File: config.mk
export PLATFORM = sky130hd
export DESIGN_NAME = vga_sync_gen
export DESIGN_NICKNAME = d
export VERILOG_FILES = /design/src/rtl/vga_sync_gen.sv
export SDC_FILE = /design/constraint.sdc
export NUM_CORES = 1
export LEC_CHECK = 0
export ABC_AREA = 0
export BUFFER_PORTS_ARGS = -buffer_cell sky130_fd_sc_hd__buf_4
export CAP_MARGIN = 20
export CORE_MARGIN = 4
export CORE_UTILIZATION = 56
export DETAILED_ROUTE_END_ITERATION = 12
export HOLD_SLACK_MARGIN = 0.06
export PLACE_DENSITY = 0.77
export SYNTH_ARGS = -nofsm -noshare
export SYNTH_HDL_FRONTEND = slang
export SYNTH_SLANG_ARGS = --single-unit
File: constraint.sdc
create_clock -name clk -period 3 [get_ports clk]
set_clock_uncertainty 0.2 [all_clocks]
set_input_delay 0.6 -clock clk [delete_from_list [all_inputs] [get_ports clk]]
set_output_delay 0.6 -clock clk [all_outputs]
set_load 0.03 [all_outputs]
File: src/rtl/vga_sync_gen.sv
// Raster timing generator: pixel/line counters, sync pulses, visible-area flag
// and frame counter, all registered so every output describes the same pixel.
module vga_sync_gen #(
  parameter int unsigned H_VIS    = 640,
  parameter int unsigned H_FP     = 16,
  parameter int unsigned H_SYNC   = 96,
  parameter int unsigned H_BP     = 48,
  parameter int unsigned V_VIS    = 480,
  parameter int unsigned V_FP     = 10,
  parameter int unsigned V_SYNC   = 2,
  parameter int unsigned V_BP     = 33,
  parameter bit          SYNC_POL = 1'b0,
  parameter int unsigned FCNT_W   = 10
) (
  input  logic              clk,
  input  logic              rst_n,
  input  logic              pix_en,
  output logic [9:0]        hpos,
  output logic [9:0]        vpos,
  output logic              hsync,
  output logic              vsync,
  output logic              visible,
  output logic              line_start,
  output logic              frame_start,
  output logic [FCNT_W-1:0] frame_cnt
);

  localparam int unsigned H_TOTAL = H_VIS + H_FP + H_SYNC + H_BP;
  localparam int unsigned V_TOTAL = V_VIS + V_FP + V_SYNC + V_BP;
  localparam int unsigned HS_BEG  = H_VIS + H_FP;
  localparam int unsigned HS_END  = H_VIS + H_FP + H_SYNC;
  localparam int unsigned VS_BEG  = V_VIS + V_FP;
  localparam int unsigned VS_END  = V_VIS + V_FP + V_SYNC;

  localparam logic [9:0] H_LAST = 10'(H_TOTAL - 1);
  localparam logic [9:0] V_LAST = 10'(V_TOTAL - 1);

  if (H_TOTAL > 1024 || V_TOTAL > 1024) begin : g_total_check
    $error("vga_sync_gen: H_TOTAL and V_TOTAL must fit in 10 bits");
  end

  logic [9:0]        hpos_q, hpos_d;
  logic [9:0]        vpos_q, vpos_d;
  logic [FCNT_W-1:0] fcnt_q, fcnt_d;
  logic              hsync_q, hsync_d;
  logic              vsync_q, vsync_d;
  logic              visible_q, visible_d;
  logic              lstart_q, lstart_d;
  logic              fstart_q, fstart_d;

  // Flags are decoded from the next counter values so they land in the same
  // register stage as the counters themselves.
  always_comb begin
    hpos_d = hpos_q;
    vpos_d = vpos_q;
    fcnt_d = fcnt_q;
    if (hpos_q == H_LAST) begin
      hpos_d = '0;
      if (vpos_q == V_LAST) begin
        vpos_d = '0;
        fcnt_d = fcnt_q + FCNT_W'(1);
      end else begin
        vpos_d = vpos_q + 10'd1;
      end
    end else begin
      hpos_d = hpos_q + 10'd1;
    end

    hsync_d   = (32'(hpos_d) >= HS_BEG && 32'(hpos_d) < HS_END) ? SYNC_POL : ~SYNC_POL;
    vsync_d   = (32'(vpos_d) >= VS_BEG && 32'(vpos_d) < VS_END) ? SYNC_POL : ~SYNC_POL;
    visible_d = (32'(hpos_d) < H_VIS) && (32'(vpos_d) < V_VIS);
    lstart_d  = (hpos_d == '0);
    fstart_d  = (hpos_d == '0) && (vpos_d == '0);
  end

  always_ff @(posedge clk or negedge rst_n) begin
    if (!rst_n) begin
      hpos_q    <= '0;
      vpos_q    <= '0;
      fcnt_q    <= '0;
      hsync_q   <= ~SYNC_POL;
      vsync_q   <= ~SYNC_POL;
      visible_q <= 1'b0;
      lstart_q  <= 1'b0;
      fstart_q  <= 1'b0;
    end else if (pix_en) begin
      hpos_q    <= hpos_d;
      vpos_q    <= vpos_d;
      fcnt_q    <= fcnt_d;
      hsync_q   <= hsync_d;
      vsync_q   <= vsync_d;
      visible_q <= visible_d;
      lstart_q  <= lstart_d;
      fstart_q  <= fstart_d;
    end
  end

  assign hpos        = hpos_q;
  assign vpos        = vpos_q;
  assign frame_cnt   = fcnt_q;
  assign hsync       = hsync_q;
  assign vsync       = vsync_q;
  assign visible     = visible_q;
  assign line_start  = lstart_q;
  assign frame_start = fstart_q;

endmodule

==> impl_metrics.csv <==
group,metric,value,unit
worst_setup_path,worst_setup_path_start_kind,"flop",
clocking,cts.htree.levels,2,
power_and_ir_drop,sw_frac_of_total,36.8,%
worst_setup_path,worstRegToRegCells,7,
grt,grt_max_degree,36,
power_and_ir_drop,p_seq_share,45.8,%
floorplanning,die_area,4970,um^2
placed_design,dpl-instance-area,2500,um^2
worst_setup_path,endpoint_kind,"flop",
synthesis,synthTopCellsByArea,"dfrtp_1 (38%), xnor2_1 (5.6%), nand2_1 (4.5%), xor2_1 (3.6%), nand4_1 (3.1%)",
clocking,cts_tree,"built",
power_and_ir_drop,pwr-share-comb,27.7,%
power_and_ir_drop,p_total,0.00129,W
synthesis,synth_top_area_share,37.7,%
synthesis,synthSimpleGateAreaFrac,25.3,%
clocking,path_clk_slew,0.07,ns
placed_design,place_congestion,0.874,
detailed_routing,first_iter_violations,145,
worst_setup_path,r2r_start,"hpos[0]$_DFFE_PN0P_",
grt,overflow,0,
synthesis,synth_edf_count,0,
power_and_ir_drop,intPower,0.000815,W
layout,antenna_cells,0,
synthesis,synth_compound_area_share,14.9,%
floorplanning,fp.dieW,70.5,um
clocking,clk_latency,0.29,ns
power_and_ir_drop,max-vdd-ir-drop,452,uV
worst_setup_path,cp.required,2.99,ns
clocking,ctsResizeCount,0,
sta,drv_slew,0,
worst_setup_path,critPathSlowestCell,"or4b_4",
power_and_ir_drop,p_per_area,499,nW/um^2
synthesis,ys_seq_area_share,40.1,%
synthesis,synthAdderAreaFrac,2.29,%
worst_setup_path,cp.arrival,2.68,ns
layout,layout.nets,282,
placed_design,portBuffers,37,
run,drv_cap,0,
layout,drive_above_1_share,23.9,%
grt,grt.total_usage,20.3,%
detailed_routing,antenna_left,0,
power_and_ir_drop,p_leak,1.17,nW
synthesis,synthFlopType,"dfrtp_1",
sta,grt_setup_unrepaired,"false",
synthesis,synthArstFlopShare,100,%
detailed_routing,drt-total-wl,4870,um
sta,hold_viol_final,0,
clocking,post-cts-setup-buffers,0,
sta,max_freq,372,MHz
synthesis,syn_avg_cell_area,9.08,um^2
clocking,cts_buffers,5,
grt,grt_pass1_wl,8090,um
detailed_routing,vias_per_cell,5.87,
detailed_routing,drc,0,
floorplanning,initial_core_util,58.9,%
grt,first_global_vias,1647,
sta,relSlewSlack,66.7,%
worst_setup_path,regToRegSetupSlack,0.31,ns
clocking,cts_buffer_depth,2,
synthesis,synth_xor_area_share,9.21,%
synthesis,yosys_register_bits,35,
clocking,cts.sinks,35,
floorplanning,io_pins,38,
detailed_routing,wl_per_cell,15.0,um
floorplanning,fp-row-count,22,
synthesis,synth_top_cell_by_area,"dfrtp_1",
sta,tightest_slew,0.499,ns
power_and_ir_drop,clkPwrFrac,26.5,%
outcome,status,"completed",
layout,synthToLayoutAreaGrowth,18.1,%
sta,fin_crit,2.69,ns
sta,min_period_over_period,89.7,%
synthesis,muxShareOfSynthArea,2.97,%
synthesis,synthesis.nets,248,
synthesis,synth_area,2190,um^2
grt,antenna_found_initial,0,
sta,setup_viol,0,
hold_path,hold_class,"input port to async pin",
placed_design,hpwl,3470,um
synthesis,yosysWarnings,0,
worst_setup_path,r2r-end,"frame_start$_DFFE_PN0P_",
layout,final_area,2580,um^2
synthesis,ys_types,52,
detailed_routing,dr_total_vias,1902,
worst_setup_path,crit_path_cell_trace,"ha_1 > and4_1 > and2_4 > o21ai_1 > a21oi_1 > or4b_4 > o41ai_2",
clocking,clockRootBuffer,"clkbuf_8",
synthesis,synth_top_family_by_area,"simple AND/OR/NAND/NOR gates",
clocking,cts-hold-fix-buffers,0,
synthesis,syn_inst,241,
worst_setup_path,crit_type,"flop to flop",
power_and_ir_drop,power_switching,0.000474,W
floorplanning,design.core.area,3720,um^2
sta,setup_tns,0,ns
worst_setup_path,cp_max_fo,9,
detailed_routing,drtPass1Iterations,4,
floorplanning,fp.dieH,70.5,um
worst_setup_path,cpPeakStageDelay,0.50,ns
==> worst max-delay path: cells and delay by family (launching register included) <==
family	cells	cell delay [ns]
DFF	1	0.41
AOI/OAI and AO/OA	3	0.60
adders and majority gates	1	0.27
and+or+nand+nor	3	1.11
==> metrics by stage <==
| stage | cells | setup WS, ns | hold WS (ns) | util, % |
|---|---|---|---|---|
| 2_1_floorplan | 241 | 0.321 | 0.104 | - |
| 3_3_place_gp | 316 | 0.423 | 0.262 | 67.2 |
| 3_5_place_dp | 316 | 0.337 | 0.268 | 67.2 |
| 4_1_cts | 324 | 0.328 | 0.0622 | 69.6 |
| 5_1_grt | 324 | 0.179 | 0.0843 | 69.6 |
| 6_report | 324 | 0.309 | 0.0542 | 69.6 |
==> state kept, by name, indices dropped and copies added, names as in the netlist <==
name / flops
frame_start: 1
visible: 1
line_start: 1
vpos: 10
frame_cnt: 10
vsync: 1
hsync: 1
hpos: 10
==> cell families after synthesis <==
logic type                 count (synthesis)
adders and majority gates                  4
muxes                                      6
AOI/OAI and AO/OA                         50
and+or+nand+nor                           99
DFF                                       35
xor gates and xnor gates                  23
buffers and inverters                     24
==> cell usage after synthesis, types with 2 or more instances <==
cell type and number:
ha_1 4, nand3_1 9, nor3_2 2, xor2_1 9
nand2_1 26, a41oi_1 2, and3_1 3, nand4_1 11
a31oi_1 6, mux2i_1 2, inv_1 6, nor3_1 7
nor2b_1 3, clkbuf_1 10, buf_2 5, dfstp_2 2
nand2b_1 2, buf_6 2, mux2_2 4, and3b_1 4
nor4_1 3, o21ai_0 11, o31ai_1 2, a21oi_1 10
and2_1 3, o21ai_1 3, a211oi_1 2, dfrtp_1 33
nor2_1 16, xnor2_1 14, and4_1 4
==> layer usage <==
metal	track usage, %	wire [um]
met2	30.6	2250
met5	0	0
met1	29.1	2300
met4	8.94	80
met3	3.02	242
==> layout by cell type (no fill, tap or decap), types with 5 or more instances in the layout <==
master     n
a21oi_1   10
a31oi_1    6
buf_4     45
clkbuf_8   5
dfrtp_1   33
inv_1      6
nand2_1   26
nand3_1    9
nand4_1   11
nor2_1    16
nor3_1     7
o21ai_0   11
xnor2_1   14
xor2_1     9
==> power groups by stage <==
stage	sequential (W)	combinational, W	clock [W]
6_report	0.000590	0.000357	0.000342
5_1_grt	0.000600	0.000387	0.000373
4_1_cts	0.000588	0.000359	0.000352
3_5_place_dp	0.000595	0.000358	0
3_3_place_gp	0.000594	0.000352	0
2_1_floorplan	0.000653	0.000192	0
==> area by class of cell <==
class                   count  area (um^2)
clock inverters             3         20.0
fillers                   320         1130
well taps                  48         60.1
inverters                   6         22.5
repair buffers             45          338
multi-input cells         182         1200
flip-flops and latches     35          878
clock buffers               5         68.8
==> worst max-delay path by stage <==
| stage | start | to | slack (ns) | cells after the start |
|---|---|---|---|---|
| after floorplan | hpos[0]$_DFFE_PN0P_ | frame_start$_DFFE_PN0P_ | 0.32 | 8 |
| after global placement | hpos[0]$_DFFE_PN0P_ | frame_start$_DFFE_PN0P_ | 0.42 | 7 |
| after detailed placement | hpos[0]$_DFFE_PN0P_ | frame_start$_DFFE_PN0P_ | 0.34 | 7 |
| after CTS | hpos[0]$_DFFE_PN0P_ | frame_start$_DFFE_PN0P_ | 0.33 | 7 |
| after global routing | hpos[0]$_DFFE_PN0P_ | frame_start$_DFFE_PN0P_ | 0.18 | 7 |
| final | hpos[0]$_DFFE_PN0P_ | frame_start$_DFFE_PN0P_ | 0.31 | 7 |
(Power assumes the default switching activity.)
